`src/rtl/counter_ctrl.sv`:
```
// counter_ctrl: command sequencer for an external up/down counter.
// Decodes one-clock command pulses (clear > load > stop > start > dir) into
// an IDLE/RUN/PAUSE/LOAD/CLEAR/DONE state machine, and issues tick-qualified
// enable/load/clear strobes to the counter. Count is fed back for terminal
// detection (LIMIT when counting up, 0 when counting down).
// Optional feature macro: COUNTER_CTRL_AUTORELOAD_EN -- on terminal the
// controller reloads ctr_data and keeps running instead of stopping in DONE,
// counting reloads in reload_cnt (saturating at 255).
module counter_ctrl #(
   parameter int COUNT_SIZE   = 20,
   parameter int DATA_IN_SIZE = 6,
   parameter int LIMIT        = 999999
) (
   input  logic                    clk,
   input  logic                    rst,
   input  logic                    start_p,
   input  logic                    stop_p,
   input  logic                    clear_p,
   input  logic                    dir_p,
   input  logic                    load_p,
   input  logic                    tick,
   input  logic [DATA_IN_SIZE-1:0] data_in,
   input  logic [COUNT_SIZE-1:0]   count,
   output logic                    ctr_en,
   output logic                    ctr_load,
   output logic                    ctr_clear,
   output logic                    ctr_up_down,
   output logic [DATA_IN_SIZE-1:0] ctr_data,
   output logic [2:0]              state,
   output logic                    done,
   output logic [7:0]              reload_cnt
);

   typedef enum logic [2:0] {
      IDLE  = 3'd0,
      RUN   = 3'd1,
      PAUSE = 3'd2,
      LOAD  = 3'd3,
      CLEAR = 3'd4,
      DONE  = 3'd5
   } state_t;

   localparam logic [COUNT_SIZE-1:0] LIMIT_V = COUNT_SIZE'(LIMIT);

   state_t                  cur, nxt;
   logic                    dir_q, dir_d;
   logic [DATA_IN_SIZE-1:0] data_q;
   logic                    capture;
   logic                    terminal;
   logic                    cmd_ok;
   logic                    auto_q;
   logic                    auto_set;

   // Terminal depends on direction: top limit going up, zero going down.
   assign terminal = dir_q ? (count == LIMIT_V) : (count == '0);

   // clear/load are honoured in every legal state except CLEAR.
   assign cmd_ok = cur inside {IDLE, RUN, PAUSE, LOAD, DONE};

   // Next state, direction and capture; an accepted higher-priority command
   // masks every lower one and also wins over tick-driven transitions.
   always_comb begin
      nxt      = cur;
      dir_d    = dir_q;
      capture  = 1'b0;
      auto_set = 1'b0;
      if (cmd_ok && clear_p) begin
         nxt = CLEAR;
      end else if (cmd_ok && load_p) begin
         nxt     = LOAD;
         capture = 1'b1;
      end else begin
         case (cur)
            IDLE: begin
               if (start_p && !stop_p)
                  nxt = RUN;
               else if (dir_p && !start_p && !stop_p)
                  dir_d = ~dir_q;
            end
            RUN: begin
               if (stop_p)
                  nxt = PAUSE;
               else if (tick && terminal) begin
`ifdef COUNTER_CTRL_AUTORELOAD_EN
                  nxt      = LOAD;
                  auto_set = 1'b1;
`else
                  nxt = DONE;
`endif
               end
            end
            PAUSE: begin
               if (stop_p)
                  nxt = IDLE;
               else if (start_p)
                  nxt = RUN;
               else if (dir_p)
                  dir_d = ~dir_q;
            end
            LOAD: begin
               // Auto-reload resumes counting; a user load parks in IDLE.
               if (tick)
                  nxt = auto_q ? RUN : IDLE;
            end
            CLEAR: begin
               if (tick)
                  nxt = IDLE;
            end
            DONE: begin
               if (dir_p && !start_p && !stop_p)
                  dir_d = ~dir_q;
            end
            default: nxt = IDLE;
         endcase
      end
   end

   // State, direction and load-value registers.
   always_ff @(posedge clk or negedge rst) begin
      if (!rst) begin
         cur    <= IDLE;
         dir_q  <= 1'b1;
         data_q <= '0;
      end else begin
         cur   <= nxt;
         dir_q <= dir_d;
         if (capture)
            data_q <= data_in;
      end
   end

`ifdef COUNTER_CTRL_AUTORELOAD_EN
   logic [7:0] rcnt_q;

   // Auto-reload flag lives only while in LOAD; reload counter saturates.
   always_ff @(posedge clk or negedge rst) begin
      if (!rst) begin
         auto_q <= 1'b0;
         rcnt_q <= 8'd0;
      end else begin
         if (capture)
            auto_q <= 1'b0;
         else if (auto_set)
            auto_q <= 1'b1;
         else if (nxt != LOAD)
            auto_q <= 1'b0;
         if (cur == LOAD && tick && auto_q && !capture && !(clear_p && cmd_ok)
             && rcnt_q != 8'hFF)
            rcnt_q <= rcnt_q + 8'd1;
      end
   end

   assign reload_cnt = rcnt_q;
`else
   assign auto_q     = 1'b0;
   assign reload_cnt = 8'd0;
`endif

   assign state       = cur;
   assign done        = (cur == DONE);
   assign ctr_up_down = dir_q;
   assign ctr_data    = data_q;
   assign ctr_en      = (cur == RUN) & tick & ~terminal;
   assign ctr_load    = (cur == LOAD) & tick;
   assign ctr_clear   = (cur == CLEAR) & tick;

endmodule

```
`config.mk`:
```
export PLATFORM = sky130hd
export DESIGN_NAME = counter_ctrl
export DESIGN_NICKNAME = d
export VERILOG_FILES = /design/src/rtl/counter_ctrl.sv
export SDC_FILE = /design/constraint.sdc
export NUM_CORES = 1
export LEC_CHECK = 0
export ABC_AREA = 1
export CAP_MARGIN = 0
export CORE_MARGIN = 2
export CORE_UTILIZATION = 39
export CTS_BUF_LIST = sky130_fd_sc_hd__clkbuf_8
export DETAILED_ROUTE_END_ITERATION = 8
export MAX_ROUTING_LAYER = met4
export PLACE_DENSITY = 0.9
export SETUP_SLACK_MARGIN = 0.02
export SLEW_MARGIN = 20
export SYNTH_ARGS = -nofsm -noshare
export SYNTH_HDL_FRONTEND = slang
export SYNTH_SLANG_ARGS = --single-unit
```
`constraint.sdc`:
```
create_clock -name clk -period 2 [get_ports clk]
set_input_delay 0.6 -clock clk [delete_from_list [all_inputs] [get_ports clk]]
set_output_delay 0.6 -clock clk [all_outputs]
set_load 0.1 [all_outputs]
```
==> flow_metrics.env <==
export IMPL_core_um2=2000
export IMPL_hold_class="reg -> reg"
export IMPL_layout_cells_non_filler=205
export IMPL_clkTransAtPathRegs_ns=0.05
export IMPL_drv_cap=0
export IMPL_crit_path_top_delay_cell="nor3_1"
export IMPL_die_area_um2=2540
export IMPL_wl_per_cell_um=15.8
export IMPL_nets=213
export IMPL_synth_cells=117
export IMPL_row_count=16
export IMPL_htree_num_levels=1
export IMPL_clk_latency_ns=0.23
export IMPL_port_buffers=47
export IMPL_status="finished with violations"
export IMPL_antenna_cells=0
export IMPL_hold_path_depth=1
export IMPL_routed_wl_um=3230
export IMPL_die_w_um=50.4
export IMPL_period_share_pct=110
export IMPL_cts_path_max_buffers=2
export IMPL_skew_ns=0.00365
export IMPL_hold_violations=0
export IMPL_fillers=118
export IMPL_grt_usage_pct=22.8
export IMPL_ir_drop_mv=1.48
export IMPL_fin_setup_tns_ns=-0.230
export IMPL_reg2regPathDepth=10
export IMPL_criticalPathCategory="in -> out"
export IMPL_syn_avg_cell_area_um2=7.16
export IMPL_yosys_warnings=0
export IMPL_grt_max_degree=11
export IMPL_crit_family="simple AND/OR/NAND/NOR gates"
export IMPL_clock_sinks=10
export IMPL_grt_overflow=0
export IMPL_dieHeight_um=50.4
export IMPL_final_antenna_net_count=0
export IMPL_layout_drive_gt1_share_pct=50.0
export IMPL_drt_iter0_drc=36
export IMPL_place_inst=191
export IMPL_ys_seq_area_share_pct=30.0
export IMPL_p_leak_uw=0.000794
export IMPL_startpoint_type="input pin"
export IMPL_layout_min_cycle_time_ns=2.19
export IMPL_vias=1079
export IMPL_io_pin_count=56
export IMPL_synth_seq_cells=10
export IMPL_fin_util_pct=81.7
export IMPL_cp_depth=7
export IMPL_worstPathArrival_ns=1.59
export IMPL_end_kind="output port"
export IMPL_grt_pass1_wl_um=4380
export IMPL_crit_path_max_fanout=2
export IMPL_final_area_um2=1640
export IMPL_critPathMaxStageDelay_ns=0.25
export IMPL_netlist_area_um2=838
export IMPL_antenna_found_initial=0
export IMPL_grt_pass1_vias=1030
export IMPL_critPathBufInv=2
export IMPL_globalplace_congestion=0.949
export IMPL_placed_area_um2=1510
export IMPL_violations="negative setup slack"
export IMPL_cts_buffers_inserted=3
export IMPL_start_util_pct=41.9
export IMPL_p_per_area_nw_per_um2=1760
export IMPL_viasPerCell=5.26
export IMPL_dpl_hpwl_um=1980
export IMPL_path_cells="buf_2 -> nand2_1 -> nor3_1 -> nand4_1 -> nand3_2 -> nor2_4 -> buf_12"
export IMPL_dr_pass1_iters=4
export IMPL_synth_cell_types=23
export IMPL_areaGrowthSynthToFinish_pct=95.1
export IMPL_cp_data_required_time_ns=1.40
export IMPL_root_buffer="clkbuf_8"
export IMPL_maxSlewViolCount=0
export IMPL_finalWorstSetupSlack_ns=-0.192
export IMPL_drc=0
export IMPL_cts_tree="built"
export IMPL_rsz0062_at_grt="true"
export IMPL_fmax_mhz=456
export IMPL_setup_violations=3
timing repair:
| action | 4_1_cts | 5_1_grt |
|---|---|---|
| pin swaps | 27 | 9 |
| buffers inserted | 6 | 4 |
| setup endpoints to repair | 3 | 3 |
| hold buffers | 0 | 0 |
| resized for setup | 95 | 13 |
kinds of logic (layout without fill, tap and decap cells):
| family | Yosys count | after routing | synth area share (%) |
|---|---|---|---|
| simple gates | 70 | 70 | 37.5 |
| buf+inv | 23 | 77 | 14.8 |
| flops | 10 | 10 | 30.0 |
| compound gates | 6 | 6 | 5.52 |
| mux | 6 | 6 | 10.7 |
| other cells | 1 | 8 | 0.447 |
| xor+xnor | 1 | 1 | 1.04 |
worst reg2reg max path: stages, from the launching register on:
cell and delay, ns:
dfstp_4 0.63, nand4_1 0.15, buf_4 0.19, buf_4 0.12
buf_4 0.12, buf_4 0.12, nand3_1 0.10, nand2_2 0.09
nand2_1 0.08, nand2_1 0.07, nand2_1 0.07
metal layers:
layer,GRT usage [%],vias up,part of all wire (%)
met3,4.76,17,9.4
met5,-,-,0
met4,6.76,0,4.0
li1,-,477,-
met2,40.6,87,50
met1,25.8,498,36
where the power goes:
group / switching (uW) / total (uW) / internal, uW
logic: 1410 / 2190 / 785
registers: 145 / 482 / 337
clock network: 77.6 / 212 / 134
cells in the final DEF (no fill, tap or decap), types with 2 or more instances in the layout:
cell type and count:
buf_2 10, nor2_4 3, clkdlybuf4s50_1 12, inv_2 4, buf_4 12, a21oi_1 2
nor2_1 12, inv_1 9, mux2_4 6, nor3_1 2, clkbuf_8 3, nand3_1 5
nor3_4 2, o21ai_0 2, dfrtp_4 3, nand3_2 2, nand2_1 23, nor2_2 9
buf_12 14, dfrtp_1 6, nand4_1 4, buf_6 9, conb_1 8, nand2_2 4
sequential cells by signal, indices dropped and copies added (netlist names):
signal / cells
ctr_data: 6
state: 3
ctr_up_down: 1
worst paths after layout:
path                                          from                       to  slack, ns
max                                      count[14]                   ctr_en      -0.19
min                        ctr_data[1]$_DFFE_PN0P_  ctr_data[1]$_DFFE_PN0P_       0.58
max reg2reg                ctr_up_down$_DFFE_PN1P_     state[0]$_DFFE_PN0P_       0.20
min reg2reg                ctr_data[1]$_DFFE_PN0P_  ctr_data[1]$_DFFE_PN0P_       0.58
max in group asynchronous                      rst     state[2]$_DFFE_PN0P_       0.96
min in group asynchronous                      rst  ctr_data[5]$_DFFE_PN0P_       0.69
synthesized netlist by cell type, drive strengths merged:
cell	instances	area, um^2
a21boi	1	18.8
dfrtp	9	225
inv	14	52.6
buf	9	71.3
nand2	28	113
a211oi	1	7.51
dfstp	1	26.3
nor3	5	30.0
nand4	4	25.0
xor2	1	8.76
nand3b	1	7.51
nand3	7	40.0
conb	1	3.75
and2	1	6.26
a21oi	2	10.0
mux2	6	90.1
o21ai	2	10.0
nor2	24	92.6
final cells by class:
type / instances / area [um^2] / share of cell area, %
sequential: 10 / 267 / 16.3
clock inverter: 1 / 3.75 / 0.230
timing repair buffer: 59 / 662 / 40.5
multi-input combinational: 91 / 569 / 34.8
inverter: 14 / 58.8 / 3.60
clock buffer: 3 / 41.3 / 2.52
tap: 27 / 33.8 / 2.07
metrics by stage:
step                      worst slack, ns  hold slack, ns  total power, uW
after global routing               -0.239           0.586             2990
final                              -0.192           0.577             2890
after CTS                         -0.0423           0.580             2810
after global placement             -0.379           0.561             2520
after floorplan                    -0.221           0.304             1870
after detailed placement           -0.421           0.562             2550
No activity file was read; power rests on OpenSTA's default activity.
